File: src/rtl/vram_pkg.sv
// Shared constants and types for the text-display VRAM write path.
package vram_pkg;
    localparam int VRAM_AW   = 11;
    localparam int VRAM_DW   = 16;
    localparam int TEXT_COLS = 40;
    localparam int TEXT_ROWS = 30;

    typedef enum logic {IDLE, RUN} fill_state_t;
endpackage

File: src/rtl/vram_fill.sv
// Fill engine: walks a linear VRAM range writing a constant value, one word per grant.
module vram_fill import vram_pkg::*; #(
    parameter int AW = VRAM_AW,
    parameter int DW = VRAM_DW
) (
    input  logic          clk,
    input  logic          reset,
    input  logic          start,
    input  logic [AW-1:0] start_addr,
    input  logic [AW:0]   start_count,
    input  logic [DW-1:0] start_data,
    input  logic          grant,
    output logic          req,
    output logic [AW-1:0] addr,
    output logic [DW-1:0] data,
    output logic          last,
    output logic          busy,
    output logic          done
);
    fill_state_t   state, state_nx;
    logic [AW-1:0] cur;
    logic [AW:0]   rem;
    logic [DW-1:0] val;

    assign req  = (state == RUN);
    assign busy = (state == RUN);
    assign addr = cur;
    assign data = val;
    assign last = (rem == {{AW{1'b0}}, 1'b1});

    always_comb begin
        state_nx = state;
        case (state)
            IDLE:    if (start && start_count != '0) state_nx = RUN;
            RUN:     if (grant && last) state_nx = IDLE;
            default: state_nx = IDLE;
        endcase
    end

    always_ff @(posedge clk) begin
        if (reset) begin
            state <= IDLE;
            cur   <= '0;
            rem   <= '0;
            val   <= '0;
            done  <= 1'b0;
        end else begin
            state <= state_nx;
            done  <= 1'b0;
            if (state == IDLE && start) begin
                cur  <= start_addr;
                rem  <= start_count;
                val  <= start_data;
                // An empty fill still completes, so callers can treat count=0 uniformly
                done <= (start_count == '0);
            end else if (state == RUN && grant) begin
                cur  <= cur + 1'b1;
                rem  <= rem - 1'b1;
                // Registered so it lines up with vram_we of the final word
                done <= last;
            end
        end
    end
endmodule

File: src/rtl/vram_write_arbiter.sv
// Host-priority arbiter for the VRAM write port with a starvation-bounded fill engine.
module vram_write_arbiter import vram_pkg::*; #(
    parameter int AW     = VRAM_AW,
    parameter int DW     = VRAM_DW,
    parameter int STARVE = 4
) (
    input  logic          clk,
    input  logic          reset,
    input  logic          h_valid,
    output logic          h_ready,
    input  logic [AW-1:0] h_addr,
    input  logic [DW-1:0] h_data,
    input  logic          f_start,
    input  logic [AW-1:0] f_addr,
    input  logic [AW:0]   f_count,
    input  logic [DW-1:0] f_data,
    output logic          f_busy,
    output logic          f_done,
    output logic [AW-1:0] vram_waddr,
    output logic [DW-1:0] vram_wdata,
    output logic          vram_we
);
    logic          fill_req, fill_last, fill_gnt, host_gnt;
    logic [AW-1:0] fill_addr;
    logic [DW-1:0] fill_data;
    logic [3:0]    starve_cnt;
    logic          starved;

    vram_fill #(.AW(AW), .DW(DW)) u_fill (
        .clk         (clk),
        .reset       (reset),
        .start       (f_start),
        .start_addr  (f_addr),
        .start_count (f_count),
        .start_data  (f_data),
        .grant       (fill_gnt),
        .req         (fill_req),
        .addr        (fill_addr),
        .data        (fill_data),
        .last        (fill_last),
        .busy        (f_busy),
        .done        (f_done)
    );

    // h_ready comes only from registered state so the host never sees a comb loop
    assign starved  = fill_req && (starve_cnt == 4'(STARVE));
    assign h_ready  = !starved;
    assign host_gnt = h_valid && h_ready;
    assign fill_gnt = fill_req && !host_gnt;

    always_ff @(posedge clk) begin
        if (reset) begin
            starve_cnt <= '0;
        end else if (!fill_req || fill_gnt) begin
            starve_cnt <= '0;
        end else if (host_gnt && starve_cnt != 4'(STARVE)) begin
            starve_cnt <= starve_cnt + 1'b1;
        end
    end

    always_ff @(posedge clk) begin
        if (reset) begin
            vram_we    <= 1'b0;
            vram_waddr <= '0;
            vram_wdata <= '0;
        end else begin
            vram_we <= host_gnt || fill_gnt;
            if (host_gnt) begin
                vram_waddr <= h_addr;
                vram_wdata <= h_data;
            end else if (fill_gnt) begin
                vram_waddr <= fill_addr;
                vram_wdata <= fill_data;
            end
        end
    end
endmodule

File: config.mk
export PLATFORM = sky130hd
export DESIGN_NAME = vram_write_arbiter
export DESIGN_NICKNAME = d
export VERILOG_FILES = /design/src/rtl/vram_pkg.sv /design/src/rtl/vram_fill.sv /design/src/rtl/vram_write_arbiter.sv
export SDC_FILE = /design/constraint.sdc
export NUM_CORES = 1
export LEC_CHECK = 0
export BUFFER_PORTS_ARGS = -buffer_cell sky130_fd_sc_hd__buf_2
export CORE_AREA = 3 3 82 84
export CTS_CLUSTER_DIAMETER = 60
export DETAILED_ROUTE_END_ITERATION = 10
export DIE_AREA = 0 0 85 87
export GPL_TIMING_DRIVEN = 1
export PLACE_DENSITY = 0.82
export SYNTH_ARGS = -nofsm -noshare
export SYNTH_HDL_FRONTEND = slang
export SYNTH_HIERARCHICAL = 1
export SYNTH_SLANG_ARGS = --single-unit
File: constraint.sdc
create_clock -name clk -period 4.7 [get_ports clk]
set_input_delay 0.94 -clock clk [delete_from_list [all_inputs] [get_ports clk]]
set_output_delay 0.94 -clock clk [all_outputs]
set_load 0.02 [all_outputs]
# [Yosys cells after proc, flatten, opt, wreduce, memory -nomap -nowiden]
# Cells that the tools add are included.
[word_totals] wordCells=47 output_inout_bits=31 regBits=73 in_bits=70
[op_classes] mux=13 n_eq_ne=3 reduce_logical=18 addsub=3 n_bitwise=1
[op_table] cell="$mux 11" n=4
[op_table] cell="$mux 16" n=2
[op_table] cell="$mux 12" n=2
[op_table] cell="$eq 12x1->1 const B" n=1
[op_table] cell="$logic_not 12->1" n=1
[op_table] cell="$reduce_bool 12->1" n=1
[op_table] cell="$sub 12x1->12 const B" n=1
[op_table] cell="$add 11x1->11 const B" n=1
[op_table] cell="$logic_and 1x1->1" n=8
[op_table] cell="$add 4x1->4 const B" n=1
[op_table] cell="$eq 4x3->1 const B" n=1
[op_table] cell="$mux 1" n=4
[op_table] cell="$ne 4x3->1 const B" n=1
[op_table] cell="$reduce_bool 2->1" n=2
[op_table] cell="$logic_not 1->1" n=3
[op_table] cell="$logic_or 1x1->1" n=2
[op_table] cell="$pmux 1 s2" n=1
[op_table] cell="$reduce_or 2->1" n=1
[op_table] cell="$not 1->1" n=1

# [Depth between registers and ports, before layout]
[depth] depth_word=9 depth_mapped=12 mapped_depth_nobuf=8

# [Modules after synthesis]
# Netlist, hierarchy kept.
[by_module_without_submodules] mod="vram_fill" seq_area_each_um2=820.8 n_inst=1 area_each_um2=1920.6 cells_per_inst=239
[by_module_without_submodules] mod="vram_write_arbiter" seq_area_each_um2=640.6 n_inst=1 area_each_um2=1360.1 cells_per_inst=150

# [Worst setup path before layout]
# Ideal clock, no wire load.
[synth_path] path_type="input to register" startpoint="input h_valid" endpoint="register u_fill.rem[6]" setup_time_ns=0.070 t_arrival_ns=2.472 path_slack_ns=2.157 stages=9 path_buffers=3 required_time_ns=4.630 path_cell_list="nor2b_1 > buf_2 > clkbuf_1 > or2_1 > and2_1 > buf_2 > nand4_1 > mux2_1 > a21oi_1"
[synth_via] elab_chain_cells=5
[synth_lines] item="start, declared" line="vram_write_arbiter.sv:9" rtl="input logic h_valid,"
[synth_lines] item="$logic_and 1x1->1" line="vram_write_arbiter.sv:48" rtl="assign host_gnt = h_valid && h_ready;"
[synth_lines] item="$logic_not 1->1" line="vram_write_arbiter.sv:49" rtl="assign fill_gnt = fill_req && !host_gnt;"
[synth_lines] item="$logic_and 1x1->1" line="vram_write_arbiter.sv:49"
[synth_lines] item="net fill_gnt" line="vram_write_arbiter.sv:23" rtl="logic fill_req, fill_last, fill_gnt, host_gnt;"
[synth_lines] item="$logic_and 1x1->1" line="vram_fill.sv:56" rtl="end else if (state == RUN && grant) begin"
[synth_lines] item="$reduce_bool 2->1 (no line)"
[synth_lines] item="end signal, assigned" line="vram_fill.sv:52" rtl="rem <= start_count;"
[synth_lines] item="end signal, assigned" line="vram_fill.sv:58" rtl="rem <= rem - 1'b1;"
[synth_lines] item="end, declared" line="vram_fill.sv:22" rtl="logic [AW:0] rem;"
# The timed path passes the listed nets, and every way through them passes these cells.
# A chain may end at the register's enable or synchronous reset.

# [Worst setup path after layout]
[layout_path] startpoint="register u_fill.state, in the netlist u_fill/busy" endpoint="output h_ready"
[layout_via] elab_chain_cells=2
[layout_lines] item="start, declared" line="vram_fill.sv:20" rtl="fill_state_t state, state_nx;"
[layout_lines] item="start signal, assigned" line="vram_fill.sv:48" rtl="state <= state_nx;"
[layout_lines] item="$logic_and 1x1->1" line="vram_write_arbiter.sv:46" rtl="assign starved = fill_req && (starve_cnt == 4'(STARVE));"
[layout_lines] item="$logic_not 1->1" line="vram_write_arbiter.sv:47" rtl="assign h_ready = !starved;"
[layout_lines] item="end, declared" line="vram_write_arbiter.sv:10" rtl="output logic h_ready,"
# Every way passes these cells.

==> impl_metrics.toml <==
[sta]
finalSetupViolations = 0
clock_skew_ps = 9.463
fin_crit_ps = 3318
period_share_pct = 70.59
finalSetupTns_ps = 0
fin_hold_ws_ps = 455.9
drv_slew = 0
hold_viol_final = 0
fmax_mhz = 301.4
rsz0062_at_grt = "false"
slew_headroom_pct = 26.91
worst_slew_pin_slew_ps = 1095

[critical_path]
crit_required_ps = 3760
crit_path_end = "h_ready"
crit_path_start_kind = "flop"
rr_worst_depth = 6
worstReg2RegEnd = "u_fill/rem[8]$_SDFFE_PP0P_"
rrSetupSlack_ps = 1620
cp-end-kind = "output port"
startpoint = "u_fill/busy$_SDFF_PP0_"
cp.arrival_ps = 2380
cp_max_fo = 29
r2r_start = "u_fill/busy$_SDFF_PP0_"
criticalPathCategory = "reg2out"

[synthesis]
ys_seq_area_share_pct = 44.55
synth_flop_cell = "dfxtp_1"
synthesis.area_um2 = 3281
synth_edf_count = 0
synth_cell_type_count = 49
syn_area_per_cell_um2 = 8.434
synth_seq_cells = 73
synth_fp_nets = 464
syn_inst = 389
async_reset_ff_share_pct = 0
yosys_warnings = 6

[final_layout]
layout_commonest_cell = "buf_2"
stdcell_count = 552
fin_util_pct = 66.48
nNetsFinal = 547
most-common-layout-cells = "100 x buf_2, 73 x dfxtp_1, 58 x a21oi_1"
layout-drive-gt1-share_pct = 27.04
n_antenna_cell = 0
area_growth_syn_to_layout_pct = 21.40

[place]
io_buffer_count = 100
dp.cells = 536
hpwl_mm = 6.154
gp_congestion = 0.9203

[grt]
grt_pass1_wl_mm = 14.18
grt_max_degree = 36
antenna_found_initial = 0
first_global_vias = 3215
grt-ovfl-total = 0
gr-usage-all-layers_pct = 23.74

[floorplanning]
die_area_um2 = 7395
initial_core_util_pct = 54.76
ios = 101
std_cell_rows = 28
die_w_um = 85
die_y_um = 87
coreArea_um2 = 5991

[clock_network]
cts_setup_buffers = 0
cts_tree = "yes"
clock_path_buffers = 2
cts.repair.resized = 0
clk_pin_slew_worst_paths_ps = 80
cts_buffers = 9
cts_root_buf = "clkbuf_8"
cts_hold_buf = 0
insertion_delay_ps = 350
htree_levels = 3
clock_sink_count = 73

[flow_run]
max_cap_viol_count = 0

[detailed_routing]
first_iter_violations = 234
vias = 3356
wl_per_cell_um = 16.26
detail-route-antenna-nets = 0
vias_per_cell = 6.080
drc = 0
firstDrtPassIters = 6
drt_wl_total_mm = 8.975

[power_and_ir_drop]
p_per_area_nw_per_um2 = 360.9
leakage_nw = 1.568
power_mw = 1.437
max-vdd-ir-drop_mv = 0.2445

[outcome]
status = "completed"

[min_path]
hold_class = "reg2reg"
[worst max-delay path, stage by stage, from the launching register on]
cell	delay, ps
dfxtp_1	550
and4b_1	930
inv_4	270
buf_2	260
[synthesized netlist by cell type, drive strengths merged, types with 8 or more instances]
master | n | area (um^2)
nor2 | 25 | 101.4
dfxtp | 73 | 1461
nand3 | 8 | 45.04
clkbuf | 17 | 63.81
inv | 8 | 32.54
a32oi | 29 | 254.0
nand2 | 48 | 180.2
a21oi | 58 | 290.3
buf | 15 | 91.33
o21ai | 36 | 180.2
[cell families after synthesis]
kind of cell / share of synthesized area [%]
buf+inv: 5.721
mux: 0.3432
fa+ha+maj: 1.907
xor+xnor: 1.602
compound gates: 29.86
simple gates: 16.02
flops: 44.55
[report_power, final]
group          switching [mW]  internal, mW
clock network           0.241         0.315
registers              0.0323         0.655
logic                   0.116        0.0773
[layer usage]
layer	track usage (%)	part of all wire, %
met2	41.17	50
met3	7.001	7.8
met5	0	0
met1	27.75	41
met4	8.777	1.6
[registers in the layout (all words and copies together), names as in the netlist]
signal and flops:
u_fill/rem 12, u_fill/busy 1, vram_we 1, vram_waddr 11, vram_wdata 16, u_fill/data 16
u_fill/addr 11, u_fill/done 1, starve_cnt 4
[metrics by stage]
stage                     setup slack [ps]  cell area (um^2)
after detailed placement              1748              3755
after floorplan                       2157              3281
after global routing                  1187              3983
final                                 1382              3983
after CTS                             1390              3983
after global placement                1883              3755
[layout make-up]
class	instances	area [um^2]
well taps	75	93.84
multi-input cells	276	1637
flip-flops and latches	73	1461
inverters	8	32.53
clock buffers	10	137.6
repair buffers	104	530.5
fillers	528	2008
clock inverters	6	90.09
[worst min-delay path by stage]
stage,cells after the start,start,to
2_1_floorplan,1,starve_cnt[0]$_SDFFE_PP0P_,starve_cnt[0]$_SDFFE_PP0P_
3_3_place_gp,2,u_fill/data[9]$_SDFFE_PP0P_,u_fill/data[9]$_SDFFE_PP0P_
3_5_place_dp,2,u_fill/data[9]$_SDFFE_PP0P_,u_fill/data[9]$_SDFFE_PP0P_
4_1_cts,2,u_fill/data[9]$_SDFFE_PP0P_,u_fill/data[9]$_SDFFE_PP0P_
5_1_grt,2,u_fill/data[9]$_SDFFE_PP0P_,u_fill/data[9]$_SDFFE_PP0P_
6_report,2,u_fill/data[9]$_SDFFE_PP0P_,u_fill/data[9]$_SDFFE_PP0P_
(Power assumes the default switching activity.)
